$ cat config.mk
export PLATFORM = sky130hd
export DESIGN_NAME = aes_dec_round_ctrl
export DESIGN_NICKNAME = d
export VERILOG_FILES = /design/src/rtl/aes_dec_pkg.sv /design/src/rtl/aes_dec_watchdog.sv /design/src/rtl/aes_dec_round_ctrl.sv
export SDC_FILE = /design/constraint.sdc
export NUM_CORES = 1
export LEC_CHECK = 0
export BUFFER_PORTS_ARGS = -buffer_cell sky130_fd_sc_hd__buf_2
export CAP_MARGIN = 20
export CORE_AREA = 2 2 39 41
export CTS_BUF_LIST = sky130_fd_sc_hd__clkbuf_8
export CTS_CLUSTER_DIAMETER = 80
export DETAILED_ROUTE_END_ITERATION = 8
export DIE_AREA = 0 0 41 43
export PLACE_DENSITY = 0.56
export SKIP_CTS_REPAIR_TIMING = 1
export SYNTH_ARGS = -nofsm -noshare
export SYNTH_HDL_FRONTEND = slang
export SYNTH_SLANG_ARGS = --single-unit
$ cat constraint.sdc
create_clock -name clk_i -period 1.7 [get_ports clk_i]
set_clock_uncertainty 0.1 [all_clocks]
set_input_delay 0.17 -clock clk_i [delete_from_list [all_inputs] [get_ports clk_i]]
set_output_delay 0.17 -clock clk_i [all_outputs]
set_load 0.05 [all_outputs]
$ cat src/rtl/aes_dec_pkg.sv
// Shared definitions for the AES-256 decryption round sequencer: FSM encoding and round constants.
// Optional watchdog build macro used by the controller: DEC_CTRL_TIMEOUT_EN.
package aes_dec_pkg;

    localparam int NR_AES256      = 14;
    localparam int ROUND_W        = 4;
    localparam int SB_TIMEOUT_DEF = 15;

    typedef enum logic [3:0] {
        ST_IDLE,
        ST_INIT_ARK,
        ST_SHR,
        ST_SB_ISSUE,
        ST_SB_WAIT,
        ST_ARK,
        ST_IMC,
        ST_DONE,
        ST_ERR
    } state_e;

endpackage

$ cat src/rtl/aes_dec_watchdog.sv
// Sub-bytes watchdog: counts enabled cycles since the last clear; expire_o flags the LIMIT-th one.
// Zero-latency expire (combinational on the current count); no backpressure.
module aes_dec_watchdog #(
    parameter int LIMIT = 15
) (
    input  logic clk_i,
    input  logic reset_i,
    input  logic clr_i,
    input  logic en_i,
    output logic expire_o
);

    localparam int CNT_W = $clog2(LIMIT + 1);

    logic [CNT_W-1:0] cnt_q, cnt_d;

    assign expire_o = en_i && (cnt_q == CNT_W'(LIMIT - 1));

    always_comb begin
        cnt_d = cnt_q;
        if (clr_i) begin
            cnt_d = '0;
        end else if (en_i && !expire_o) begin
            cnt_d = cnt_q + CNT_W'(1);
        end
    end

    always_ff @(posedge clk_i) begin
        if (reset_i) begin
            cnt_q <= '0;
        end else begin
            cnt_q <= cnt_d;
        end
    end

endmodule

$ cat src/rtl/aes_dec_round_ctrl.sv
// AES-256 decryption round sequencer: initial AddRoundKey, NR-1 full inverse rounds, final round.
// Sub-bytes watchdog and sticky error exist only when DEC_CTRL_TIMEOUT_EN is defined.
module aes_dec_round_ctrl
    import aes_dec_pkg::*;
#(
    parameter int NR         = NR_AES256,
    parameter int SB_TIMEOUT = SB_TIMEOUT_DEF
) (
    input  logic               clk_i,
    input  logic               reset_i,
    input  logic               start_i,
    input  logic               sbox_ready_i,
    input  logic               sb_done_i,
    output logic               busy_o,
    output logic               done_o,
    output logic               error_o,
    output logic [ROUND_W-1:0] round_o,
    output logic               ld_en_o,
    output logic               shr_en_o,
    output logic               sb_start_o,
    output logic               ark_en_o,
    output logic               imc_en_o
);

    state_e             state_q, state_d;
    logic [ROUND_W-1:0] round_q, round_d;
    logic               wd_clr, wd_en, wd_expire;

    assign round_o = round_q;

    always_ff @(posedge clk_i) begin
        if (reset_i) begin
            state_q <= ST_IDLE;
            round_q <= '0;
        end else begin
            state_q <= state_d;
            round_q <= round_d;
        end
    end

    always_comb begin
        state_d    = state_q;
        round_d    = round_q;
        busy_o     = 1'b1;
        done_o     = 1'b0;
        ld_en_o    = 1'b0;
        shr_en_o   = 1'b0;
        sb_start_o = 1'b0;
        ark_en_o   = 1'b0;
        imc_en_o   = 1'b0;
        wd_clr     = 1'b0;
        wd_en      = 1'b0;
        case (state_q)
            ST_IDLE: begin
                busy_o = 1'b0;
                // A load during reset would be discarded, so keep the enable quiet too.
                if (start_i && sbox_ready_i && !reset_i) begin
                    ld_en_o = 1'b1;
                    round_d = ROUND_W'(NR);
                    state_d = ST_INIT_ARK;
                end
            end
            ST_INIT_ARK: begin
                ark_en_o = 1'b1;
                round_d  = ROUND_W'(NR - 1);
                state_d  = ST_SHR;
            end
            ST_SHR: begin
                shr_en_o = 1'b1;
                state_d  = ST_SB_ISSUE;
            end
            ST_SB_ISSUE: begin
                sb_start_o = 1'b1;
                wd_clr     = 1'b1;
                state_d    = ST_SB_WAIT;
            end
            ST_SB_WAIT: begin
                wd_en = 1'b1;
                // A response arriving on the expiry cycle still counts.
                if (sb_done_i) begin
                    state_d = ST_ARK;
                end else if (wd_expire) begin
                    state_d = ST_ERR;
                end
            end
            ST_ARK: begin
                ark_en_o = 1'b1;
                state_d  = (round_q == '0) ? ST_DONE : ST_IMC;
            end
            ST_IMC: begin
                imc_en_o = 1'b1;
                round_d  = round_q - ROUND_W'(1);
                state_d  = ST_SHR;
            end
            ST_DONE: begin
                done_o  = 1'b1;
                state_d = ST_IDLE;
            end
            ST_ERR: begin
                busy_o = 1'b0;
            end
            default: begin
                state_d = ST_IDLE;
            end
        endcase
    end

`ifdef DEC_CTRL_TIMEOUT_EN
    logic error_q, error_d;

    aes_dec_watchdog #(
        .LIMIT(SB_TIMEOUT)
    ) u_watchdog (
        .clk_i   (clk_i),
        .reset_i (reset_i),
        .clr_i   (wd_clr),
        .en_i    (wd_en),
        .expire_o(wd_expire)
    );

    assign error_d = error_q || (state_d == ST_ERR);
    assign error_o = error_q;

    always_ff @(posedge clk_i) begin
        if (reset_i) begin
            error_q <= 1'b0;
        end else begin
            error_q <= error_d;
        end
    end
`else
    logic unused_wd;

    assign wd_expire = 1'b0;
    assign error_o   = 1'b0;
    assign unused_wd = wd_clr ^ wd_en ^ (SB_TIMEOUT != 0);
`endif

endmodule

==> flow_summary.toml <==
[power]
p_int_w = 0.000517
seq_power_share = 0.263
switchingPower_w = 0.000436
clkPwrFrac = 0.251
power_density_nw_per_um2 = 1670
swShare = 0.458
power_frac_comb = 0.486
ir_worst_vdd_v = 0.000598
leakagePower_nw = 0.269

[logic_synthesis]
synth_area_leader_cell = "dfxtp_1"
synth-edff-count = 0
synth.area.top_cells = "dfxtp_1 (32%), o2111a_1 (7.7%), buf_6 (5.1%)"
synth_most_common_cell = "dfxtp_1"
synthTopCellsByCount = "dfxtp_1 (7), inv_1 (4)"
syn-cell-area_um2 = 438
ys.flop_type = "dfxtp_1"
yosys_warnings = 0
synth_top_area_share = 0.320
ys_ff_latch = 7
syn_avg_cell_area_um2 = 9.12
synthCells = 48
ys_seq_area_frac = 0.320
ys_types = 27
synthArstFlopShare = 0
syn-num-nets = 54

[die]
core_um2 = 1380
start_util = 0.316
placementRows = 14
io_pins = 17
dieArea_um2 = 1760
chipWidth_um = 41
die_h_um = 43

[layout]
final_area_um2 = 569
antennaDiodeCount = 0
seq_area_um2 = 141
syn_to_final_growth_pct = 30.0
fillers = 144
nets = 72
drive_gt1_frac = 0.415
fin_util = 0.411
multi_input_area_um2 = 255

[placed_design]
dp_hpwl_um = 716
routabilityCongestion = 0.673
placedInstanceArea_um2 = 520
port_buffers = 15
place_ws_ns = 0.231

[sta]
hold_viol = 0
finalWorstSetupSlack_ns = 0.0968
rsz0062_at_grt = "false"
hold_ws_ns = 0.0709
min_period_ns = 1.60
fin_crit_sh = 0.943
drv_slew = 0
finalSetupViolations = 0
fmax_ghz = 0.624

[clock_network]
cts-root-buf = "clkbuf_8"
clk_pin_slew_worst_paths_ns = 0.04
cts_tree = "done"
cts_num_sinks = 7
cts_made_buffers = 3
clock_latency_ns = 0.23
clock_path_buffers = 2
htreeDepth = 1

[worst_setup_path]
critPathArrivalTime_ns = 1.33
required_ns = 1.43
crit_type = "flop to output pin"
crit_fanout = 10
endpoint_kind = "output pin"
startpoint_type = "flop"

[drt]
post-route-drc-count = 0
drt_iter0_markers = 9
vias = 406
antenna_left = 0
wirelength_mm = 1.02
wl_per_cell_um = 12.6
firstDrtPassIters = 4
avgViaCountPerCell = 5.01

[hold_path]
hold_path_class = "input port to flop"

[grt]
grt_pass1_wl_mm = 1.53
grt.total_usage = 0.135
grt_overflow_total = 0
grt_pass1_vias = 359
antenna_found_initial = 0
grt_max_degree = 11

[status]
status = "complete, no violations"

[job]
maxCapViolCount = 0
-- placed cells by master (no fill, tap or decap), types with 3 or more instances in the layout --
cell type / count
buf_2: 14
buf_4: 3
or3_1: 3
clkbuf_8: 3
nand2_1: 3
inv_1: 5
dfxtp_1: 6
o2111a_1: 3
-- through the flow --
step | TNS, ns | std cells | total power, W
2_1_floorplan | -0.132 | 48 | 0.000628
3_5_place_dp | 0 | 77 | 0.000711
6_report | 0 | 81 | 0.000952
3_3_place_gp | 0 | 77 | 0.000710
5_1_grt | 0 | 81 | 0.000998
4_1_cts | -0.0266 | 81 | 0.000955
-- registers in the layout, indices dropped and copies added (netlist names) --
register and cells:
round_o 4, state_q 3
-- critical path: stages, from the launching register on --
cell and delay [ns]:
dfxtp_2 0.36, or3_1 0.43, nor2_2 0.11, buf_4 0.20
-- power groups by stage --
stage,combinational (W),clock [W],sequential (W)
2_1_floorplan,0.000314,0,0.000314
3_3_place_gp,0.000458,0,0.000253
3_5_place_dp,0.000458,0,0.000253
4_1_cts,0.000463,0.000241,0.000250
5_1_grt,0.000495,0.000246,0.000258
6_report,0.000463,0.000239,0.000250
-- layout make-up --
type                            count  share of cell area
Clock buffer                        3              0.0725
Timing Repair Buffer               17               0.163
Inverter                            4              0.0264
Tap cell                           16              0.0352
Multi-Input combinational cell     33               0.448
Clock inverter                      1             0.00659
Sequential cell                     7               0.248
-- layer usage --
| metal | vias to the layer above | routed length [um] | track usage |
|---|---|---|---|
| li1 | 208 | - | - |
| met1 | 181 | 452 | 0.161 |
| met2 | 14 | 479 | 0.188 |
| met3 | 3 | 57 | 0.0471 |
| met4 | 0 | 27 | 0.100 |
| met5 | - | 0 | 0 |
-- cell families after synthesis --
| group | Yosys count | synth area share |
|---|---|---|
| flops | 7 | 0.320 |
| other cells | 1 | 0.00856 |
| xor+xnor | 1 | 0.0200 |
| buf+inv | 8 | 0.114 |
| simple gates | 20 | 0.274 |
| fa+ha+maj | 1 | 0.0286 |
| compound gates | 10 | 0.234 |
-- worst paths after layout --
kind / end / from / cells past startpoint / slack [ns]
worst max-delay path: ld_en_o / state_q[2] / 3 / 0.1
worst min-delay path: round_o[0] / reset_i / 2 / 0.07
worst min register to register: round_o[0] / round_o[0] / 1 / 0.45
worst max register to register: round_o[0] / state_q[2] / 3 / 0.26
Power figures use the tool's default switching activity.
